`src/rtl/mod_counter.sv`:
```
// mod_counter: parametrised event/timeout counter.
//   - Counts 0..io_limit up or down, with synchronous clear, load and enable.
//   - SATURATE=0 wraps at the boundaries and pulses io_wrap for one cycle.
//   - SATURATE=1 holds at the boundaries.
//   - io_full and io_empty are combinational flags derived from io_value and io_limit.
// Optional feature (macro MOD_COUNTER_OVERFLOW_EN):
//   - Adds a sticky io_overflow output.
//   - It is set by any wrap event, or by any enabled step that is blocked at a
//     boundary when SATURATE=1.
//   - Only io_clear resets it.
module mod_counter #(
  parameter int WIDTH       = 4,
  parameter int RESET_VALUE = 0,
  parameter int SATURATE    = 0
) (
  input  logic             clk,
  input  logic             reset,
  input  logic             io_clear,
  input  logic             io_load,
  input  logic [WIDTH-1:0] io_loadValue,
  input  logic             io_enable,
  input  logic             io_up,
  input  logic [WIDTH-1:0] io_limit,
  output logic [WIDTH-1:0] io_value,
`ifdef MOD_COUNTER_OVERFLOW_EN
  output logic             io_overflow,
`endif
  output logic             io_full,
  output logic             io_empty,
  output logic             io_wrap
);

  localparam logic [WIDTH-1:0] RST_VAL = WIDTH'(RESET_VALUE);

  logic [WIDTH-1:0] r_value;
  logic             r_wrap;
  logic [WIDTH-1:0] w_next;
  logic             w_wrap;
  logic             w_block;

  // Next-state selection: clear > load > enable step > hold.
  always_comb begin
    w_next  = r_value;
    w_wrap  = 1'b0;
    w_block = 1'b0;
    if (io_clear) begin
      w_next = '0;
    end else if (io_load) begin
      w_next = (io_loadValue > io_limit) ? io_limit : io_loadValue;
    end else if (io_enable) begin
      if (io_up) begin
        if (r_value < io_limit) begin
          w_next = r_value + 1'b1;
        end else if (SATURATE != 0) begin
          // Also pulls an out-of-range value (limit lowered) back to the limit.
          w_next  = io_limit;
          w_block = 1'b1;
        end else begin
          w_next = '0;
          w_wrap = 1'b1;
        end
      end else begin
        if (r_value == '0) begin
          if (SATURATE != 0) begin
            w_block = 1'b1;
          end else begin
            w_next = io_limit;
            w_wrap = 1'b1;
          end
        end else if (r_value > io_limit) begin
          w_next = io_limit;
        end else begin
          w_next = r_value - 1'b1;
        end
      end
    end
  end

  // Count register and the one-cycle wrap pulse.
  always_ff @(posedge clk or negedge reset) begin
    if (!reset) begin
      r_value <= RST_VAL;
      r_wrap  <= 1'b0;
    end else begin
      r_value <= w_next;
      r_wrap  <= w_wrap;
    end
  end

`ifdef MOD_COUNTER_OVERFLOW_EN
  logic r_overflow;

  // Sticky overflow flag; clear wins over a simultaneous set event.
  always_ff @(posedge clk or negedge reset) begin
    if (!reset) begin
      r_overflow <= 1'b0;
    end else if (io_clear) begin
      r_overflow <= 1'b0;
    end else if (w_wrap || w_block) begin
      r_overflow <= 1'b1;
    end
  end

  assign io_overflow = r_overflow;
`endif

  assign io_value = r_value;
  assign io_wrap  = r_wrap;
  assign io_full  = (r_value >= io_limit);
  assign io_empty = (r_value == '0);

endmodule
```
`config.mk`:
```
export PLATFORM = sky130hd
export DESIGN_NAME = mod_counter
export DESIGN_NICKNAME = d
export VERILOG_FILES = /design/src/rtl/mod_counter.sv
export SDC_FILE = /design/constraint.sdc
export NUM_CORES = 1
export LEC_CHECK = 0
export ABC_AREA = 1
export CAP_MARGIN = 20
export CORE_MARGIN = 2
export CORE_UTILIZATION = 30
export CTS_CLUSTER_DIAMETER = 100
export DETAILED_ROUTE_END_ITERATION = 8
export MAX_ROUTING_LAYER = met4
export SLEW_MARGIN = 20
export SYNTH_ARGS = -nofsm -noshare
export SYNTH_HDL_FRONTEND = slang
export SYNTH_SLANG_ARGS = --single-unit
```
`constraint.sdc`:
```
create_clock -name clk -period 2.89 [get_ports clk]
set_clock_uncertainty 0.05 [all_clocks]
set_input_delay 0.4335 -clock clk [delete_from_list [all_inputs] [get_ports clk]]
set_output_delay 0.4335 -clock clk [all_outputs]
set_load 0.05 [all_outputs]
```
## Word level (Yosys, flattened, before mapping)

Index checks and enable logic that the tools add are counted.

| storage, ports and cells | value |
|---|---|
| word-level logic and storage cells | 24 |
| bits in registers | 5 |
| output and inout bits | 7 |
| input port bits | 14 |

| cells by class | value |
|---|---|
| order comparisons | 4 |
| reductions and logical operators | 2 |
| $add $sub $neg | 2 |
| mux-type cells | 14 |

Operator list:

| cell | count |
|---|---|
| two-way mux 4 bit | 8 |
| > comparator 4 bit | 2 |
| two-way mux 1 bit | 6 |
| adder 4 x 1 -> 4 bit, second input constant | 1 |
| greater-or-equal comparator 4 bit | 1 |
| zero test 4 bit | 1 |
| < comparator 4 bit | 1 |
| subtractor 4 x 1 -> 4 bit, second input constant | 1 |
| nonzero test 3 bit | 1 |

## Longest topological paths before layout

Gate-level depths: netlist of the first run.

| logic depth | value |
|---|---|
| word-level depth | 7 |
| gate-level depth with buffers | 14 |
| depth with buffers taken out | 14 |

## Worst setup path after synthesis of the first run

No wires, ideal clock.

| timing path | value |
|---|---|
| path kind | register to output |
| start point | register r_value[0] (netlist: io_value[0]) |
| end point | output port io_full |
| path slack | 0.699 ns |
| arrival time | 1.708 ns |
| buffers on the path | 0 |
| required time | 2.407 ns |
| cell stages (with the launch flop) | 5 |
| path through | dfrtp_1 -> inv_1 -> ha_1 -> nand3_2 -> nand3_1 |

| on the way | value |
|---|---|
| cells in the longest elaborated chain, start to end | 1 |

RTL lines:

| what | RTL line | RTL |
|---|---|---|
| from (decl) | 35 | `logic [WIDTH-1:0] r_value;` |
| from (signal assigned) | 85 | `r_value <= w_next;` |
| greater-or-equal comparator 4 bit | 109 | `assign io_full = (r_value >= io_limit);` |
| to (decl) | 28 | `output logic io_full,` |

Every way passes these cells.

## Worst setup path after layout of the first run

| timing path | value |
|---|---|
| start point | register r_value[0] (netlist: io_value[0]) |
| end point | output port io_empty |

| on the way | value |
|---|---|
| cells in the longest elaborated chain, start to end | 1 |

RTL lines:

| what | RTL line | RTL |
|---|---|---|
| zero test 4 bit | 110 | `assign io_empty = (r_value == '0);` |
| to (decl) | 29 | `output logic io_empty,` |

Every way passes these cells.

==> flow_summary_export.csv, run 1 <==
group,metric,value,unit
status,status,"completed",
finish,stdcell_area,1090,sq um
route,ant_nets,0,
route,via_count,815,
clocking,cts_tree,"built",
finish,drive_gt1_frac,0.168,
critical_path,crit_path_start,"io_value[0]",
critical_path,cp_max_fo,6,
clocking,clock-root-buffer,"clkbuf_4",
placed_design,preCtsSetupSlack,546,ps
clocking,clock_latency,240,ps
critical_path,worst_r2r_startpoint,"io_value[0]",
logic_synthesis,synth_area_leader_cell,"nand2_1",
finish,nNetsFinal,174,
logic_synthesis,yosys_warnings,0,
finish,seqCellArea,125,sq um
global_routing,antenna_found_initial,0,
clocking,post_cts_buffers,0,
logic_synthesis,synth_xor_area_frac,0.0320,
sta,fmax,0.383,GHz
die,num_io_pins,21,
logic_synthesis,synth_fa_ha_area_frac,0.152,
logic_synthesis,synth_top_area_share,0.174,
logic_synthesis,synthMuxAreaShare,0,
job,cap_viol_max_count,0,
route,viasPerCell,4.55,
finish,final_common_cell,"nand2_1",
die,fp.coreArea,2540,sq um
die,die_y,56.3,um
clocking,cts_buffers,3,
min_path,hold_class,"input pin to async pin",
clocking,cts.clk_slew.worst_paths,40,ps
power_and_ir_drop,ir_drop,0.301,mV
clocking,htree_num_levels,1,
die,die_x,56.3,um
placed_design,io_buffers,20,
die,rows,18,
logic_synthesis,ys_seq_area_frac,0.152,
sta,setup-tns-final,0,ps
global_routing,grt_pass1_vias,762,
finish,fill_cells,276,
route,wl_per_cell,10.1,um
power_and_ir_drop,power.leakage,0.588,nW
placed_design,gp_congestion,0.939,
logic_synthesis,synthTopCellsByArea,"nand2_1, dfrtp_1, ha_1",
sta,setup_viol,0,
critical_path,worstRegToRegCells,14,
finish,final_cells,179,
route,first_pass_iters,4,
critical_path,critPathCaptureType,"output port",
finish,final_cell_mix,"nand2_1, clkdlybuf4s50_1, inv_1, nand3_1, ha_1",
placed_design,dp_hpwl,1600,um
clocking,post_cts_resized,0,
sta,finalCritPeriodShare,0.903,
logic_synthesis,synthCells,126,
sta,worst_pin_slew,495,ps
power_and_ir_drop,power_density,414,nW/um^2
die,start_util,0.323,
logic_synthesis,syn_avg_cell_area,6.52,sq um
critical_path,arrival,2130,ps
finish,n_antenna_cell,0,
logic_synthesis,syn_nets,150,
sta,timing.final.crit_period,2610,ps
route,drc,0,
clocking,cts.sinks,5,
sta,setup_ws,281,ps
sta,relSlewSlack,0.669,
sta,slew_viol_final,0,
critical_path,critPathRequiredTime,2410,ps
die,die_area,3170,sq um
route,drt_wl_total,1810,um
critical_path,startpoint_type,"register",
logic_synthesis,synth_top_family_by_area,"simple AND/OR/NAND/NOR gates",
logic_synthesis,netlist_area,822,sq um
logic_synthesis,synth.ff_latch_count,5,
global_routing,globalRouteOverflowTotal,0,
route,drtIter0Drc,15,
critical_path,rr_endpoint,"io_value[1]",
finish,final_util,0.429,
critical_path,regToRegSetupSlack,1190,ps
sta,hold_viol_final,0,
placed_design,post-place-cells,175,
finish,syn2layout_area_growth,32.7,%
finish,multiInputGateArea,606,sq um
global_routing,grt_pass1_wl,3240,um
logic_synthesis,synth_simple_gate_area_share,0.473,
clocking,ctsHoldBuffers,0,
critical_path,critical_path_class,"register to output port",
placed_design,placed_area,1060,sq um
clocking,clk_path_buf_depth,2,
logic_synthesis,synthDistinctLibCells,22,
sta,rsz0062_at_grt,"no",
logic_synthesis,synth_compound_area_frac,0.0791,
global_routing,grt_max_degree,9,
global_routing,grt_usage,0.130,
-- metrics by stage --
stage	hold WS, ps	power (mW)
6_report	363	0.452
5_1_grt	359	0.497
4_1_cts	366	0.458
3_5_place_dp	532	0.375
3_3_place_gp	520	0.378
2_1_floorplan	87.9	0.290
-- Yosys cell counts, drive strengths merged --
cell / n
nand4: 1
buf: 1
o21ai: 2
nand3: 18
a21boi: 3
ha: 10
inv: 23
nor2: 9
xor2: 2
xnor2: 1
a21oi: 5
nor3: 1
nand2: 45
dfrtp: 5
-- report_power, final --
| part | leakage [nW] | internal (mW) | switching, mW | total, mW |
|---|---|---|---|---|
| sequential | 0.0661 | 0.0771 | 0.0131 | 0.0902 |
| clock | 0.0150 | 0.0521 | 0.0268 | 0.0789 |
| combinational | 0.507 | 0.112 | 0.171 | 0.282 |
| total | 0.588 | 0.241 | 0.211 | 0.452 |
-- layer usage --
| metal | track usage | up-vias | part of all wire |
|---|---|---|---|
| met1 | 0.168 | 355 | 0.50 |
| met4 | 0.0306 | 0 | 0 |
| met3 | 0.0276 | 0 | 0.030 |
| met2 | 0.208 | 13 | 0.47 |
| li1 | - | 447 | - |
| met5 | - | - | 0 |
-- registers in the layout (all words and copies together) (netlist names) --
signal / flops
io_wrap: 1
io_value: 4
-- kinds of logic after synthesis --
| group | Yosys count |
|---|---|
| adder cells (fa/ha/maj) | 10 |
| XOR/XNOR | 3 |
| AND/OR/NAND/NOR | 74 |
| AO/OA/AOI/OAI | 10 |
| flip-flops | 5 |
| buffers and inverters | 24 |
-- critical path: stages (launching register included) --
cell and delay, ps:
dfrtp_1 430, inv_1 190, ha_1 270, nand3_4 130, inv_1 70, clkdlybuf4s50_1 790
-- worst max-delay path by stage --
stage / to / depth (start not counted) / slack [ps]
after floorplan: io_full / 4 / 700
after global placement: io_full / 8 / 560
after detailed placement: io_empty / 5 / 550
after CTS: io_empty / 5 / 280
after global routing: io_empty / 5 / 190
final: io_empty / 5 / 280
-- final cells by class --
type / instances / share of cell area
clock buffer: 4 / 0.0241
inverter: 23 / 0.0791
multi-input combinational: 97 / 0.555
sequential: 5 / 0.115
tap: 30 / 0.0344
timing repair buffer: 20 / 0.193
Power figures use the tool's default switching activity.
==> run 2: changes to the inputs <==
--- a/config.mk
+++ b/config.mk
@@ -5,7 +5,7 @@
 export SDC_FILE = /design/constraint.sdc
 export NUM_CORES = 1
 export LEC_CHECK = 0
-export ABC_AREA = 1
+export ABC_AREA = 0
 export CAP_MARGIN = 20
 export CORE_MARGIN = 2
 export CORE_UTILIZATION = 30
==> run 2 against run 1 <==
Against the previous run:
- hold slack worse by 0.55 ps
- wire length is 1.9% lower
- non-clock buffer count is 1 higher
- via count is 4.8% lower
- synthesized cell count is 28% lower
- first-iteration DRC count is 20% higher
- critical path type unchanged
- largest power group unchanged
- flip-flop and latch count stayed put
- highest routed layer unchanged
- combinational power hardly changed
- area after synthesis is 11% lower
- cell area is 9.7% lower
- sequential share of layout area is 1.2 points higher
==> flow_summary_export.csv, run 2 <==
group,metric,value,unit
sta,hold_viol_final,0,
critical_path,arrival,2140,ps
critical_path,path_cells,"inv_1 -> ha_1 -> nor3b_4 -> clkdlybuf4s50_1",
die,die_area,2860,sq um
critical_path,cp_slowest_stage_delay,850,ps
sta,setup_viol,0,
logic_synthesis,synth.ff_latch_count,5,
die,num_io_pins,21,
logic_synthesis,synth_top_area_share,0.171,
critical_path,rr_endpoint,"io_value[0]",
sta,relSlewSlack,0.673,
min_path,hold_class,"input pin to async pin",
clocking,ctsHoldBuffers,0,
die,die_x,53.4,um
route,first_pass_iters,4,
sta,setup_ws,264,ps
route,drtIter0Drc,18,
logic_synthesis,syn_avg_cell_area,8.06,sq um
sta,fmax,0.381,GHz
finish,fill_cells,241,
finish,syn2layout_area_growth,34.3,%
die,rows,17,
logic_synthesis,synth_area_leader_cell,"dfrtp_1",
critical_path,startpoint_type,"register",
sta,rsz0062_at_grt,"no",
sta,worst_pin_slew,490,ps
placed_design,gp_congestion,0.857,
power_and_ir_drop,ir_drop,0.253,mV
logic_synthesis,synthDistinctLibCells,31,
placed_design,dp_hpwl,1510,um
sta,timing.final.crit_period,2630,ps
critical_path,cp_max_fo,8,
global_routing,antenna_found_initial,0,
global_routing,grt_use_met3,0.0339,
critical_path,crit_slowest_cell,"clkdlybuf4s50_1",
logic_synthesis,netlist_area,733,sq um
status,status,"completed",
clocking,cts_tree,"built",
die,fp.coreArea,2250,sq um
sta,slew_viol_final,0,
sta,setup-tns-final,0,ps
logic_synthesis,netlist_top_cells_count,"ha_1, nor2_1, inv_1, a21oi_1",
route,drc,0,
critical_path,regToRegSetupSlack,750,ps
power_and_ir_drop,power_density,461,nW/um^2
global_routing,top_usage_layer,"met2",
finish,n_antenna_cell,0,
finish,final_cell_mix,"clkdlybuf4s50_1, ha_1, nor2_1, inv_1, a21oi_1",
placed_design,io_buffers,20,
logic_synthesis,synth_edf_count,0,
logic_synthesis,synthTopCellsByArea,"dfrtp_1, ha_1, mux2i_1",
clocking,cts.clk_slew.worst_paths,40,ps
clocking,clk_path_buf_depth,2,
clocking,htree_num_levels,1,
critical_path,worst_r2r_startpoint,"io_value[0]",
global_routing,grt_max_degree,14,
route,ant_nets,0,
logic_synthesis,ys_seq_area_frac,0.171,
critical_path,worstRegToRegCells,7,
die,die_y,53.4,um
critical_path,cp_top_family,"buffers and inverters",
placed_design,preCtsSetupSlack,299,ps
critical_path,critPathCaptureType,"output port",
clocking,post_cts_resized,0,
global_routing,grt_usage,0.153,
finish,final_common_cell,"clkdlybuf4s50_1",
logic_synthesis,synthArstFlopShare,1.00,
logic_synthesis,yosys_warnings,0,
sta,finalCritPeriodShare,0.909,
critical_path,critical_path_class,"register to output port",
power_and_ir_drop,power.leakage,0.446,nW
logic_synthesis,syn_nets,115,
die,start_util,0.325,
finish,nNetsFinal,139,
logic_synthesis,synthFlopType,"dfrtp_1",
global_routing,use_met2,0.239,
job,cap_viol_max_count,0,
clocking,cts.sinks,5,
global_routing,grt_pass1_vias,719,
route,drt_wl_total,1780,um
route,viasPerCell,5.46,
logic_synthesis,synth_most_common_cell,"ha_1",
clocking,post_cts_buffers,0,
clocking,cts_buffers,3,
route,wl_per_cell,12.5,um
critical_path,critPathRequiredTime,2410,ps
finish,drive_gt1_frac,0.0965,
global_routing,grt_use_met1,0.210,
global_routing,globalRouteOverflowTotal,0,
finish,largest_reg_flops,4,
sta,whs,362,ps
global_routing,grt_pass1_wl,3140,um
clocking,clock_latency,240,ps
logic_synthesis,synthCells,91,
critical_path,path_buf_inv,2,
clocking,clock-root-buffer,"clkbuf_4",
power_and_ir_drop,total_power,0.454,mW
route,via_count,776,
[run 2: changes by cell type in the layout (fill, tap and decap cells not counted), moves of 3 or more]
cell	previous run	this run
a21boi_1	3	0
a21oi_1	3	6
a221oi_1	0	3
inv_1	16	8
inv_2	7	0
mux2i_1	0	5
nand2_1	38	2
nand2_4	5	0
nand3_1	14	4
nor2b_1	0	4
nor3_1	1	5
o21ai_0	1	4
[run 2: area by class of cell]
type | count | area (sq um) | share of cell area
inverter | 8 | 30.0 | 0.0305
timing repair buffer | 21 | 205 | 0.208
tap | 28 | 35.0 | 0.0356
multi-input combinational | 76 | 563 | 0.572
clock buffer | 4 | 26.3 | 0.0267
sequential | 5 | 125 | 0.127
[run 2: through the flow]
stage	util	std cells	cell area [sq um]
3_3_place_gp	0.425	138	958
5_1_grt	0.437	142	985
6_report	0.437	142	985
3_5_place_dp	0.425	138	958
4_1_cts	0.437	142	985
2_1_floorplan	-	91	733
[run 2: cell families (layout without fill, tap and decap cells)]
| group | Yosys count | count (layout) | share of synthesized area |
|---|---|---|---|
| flops | 5 | 5 | 0.171 |
| xor+xnor | 3 | 3 | 0.0358 |
| simple gates | 31 | 31 | 0.232 |
| compound gates | 27 | 27 | 0.261 |
| fa+ha+maj | 10 | 10 | 0.171 |
| mux | 5 | 5 | 0.0683 |
| buf+inv | 10 | 33 | 0.0614 |
[run 2: per-layer routing]
metal  wire, um  vias up
li1           -      391
met1        808      360
met2        838       25
met3        132        0
met4          0        0
met5          0        -
[run 2: report_power, final]
| group | switching [mW] | total (mW) | internal [mW] |
|---|---|---|---|
| Combinational | 0.163 | 0.280 | 0.117 |
| Sequential | 0.0169 | 0.0953 | 0.0785 |
| Clock | 0.0267 | 0.0788 | 0.0521 |
[run 2: how the worst max path moves through the flow]
| stage | start | endpoint | slack [ps] | cells past startpoint |
|---|---|---|---|---|
| 2_1_floorplan | io_value[0] | io_value[0] | 390 | 7 |
| 3_3_place_gp | io_limit[3] | io_value[0] | 250 | 8 |
| 3_5_place_dp | io_limit[3] | io_value[0] | 300 | 8 |
| 4_1_cts | io_value[0] | io_empty | 240 | 4 |
| 5_1_grt | io_value[0] | io_empty | 120 | 4 |
| 6_report | io_value[0] | io_empty | 260 | 4 |
==> run 3: changes to the inputs <==
--- a/config.mk
+++ b/config.mk
@@ -10,6 +10,7 @@
 export CORE_MARGIN = 2
 export CORE_UTILIZATION = 30
 export CTS_CLUSTER_DIAMETER = 100
+export CTS_CLUSTER_SIZE = 30
 export DETAILED_ROUTE_END_ITERATION = 8
 export MAX_ROUTING_LAYER = met4
 export SLEW_MARGIN = 20
==> results of run 3 <==
Same layout as run 2: the final DEF is identical, and so are final timing and power.
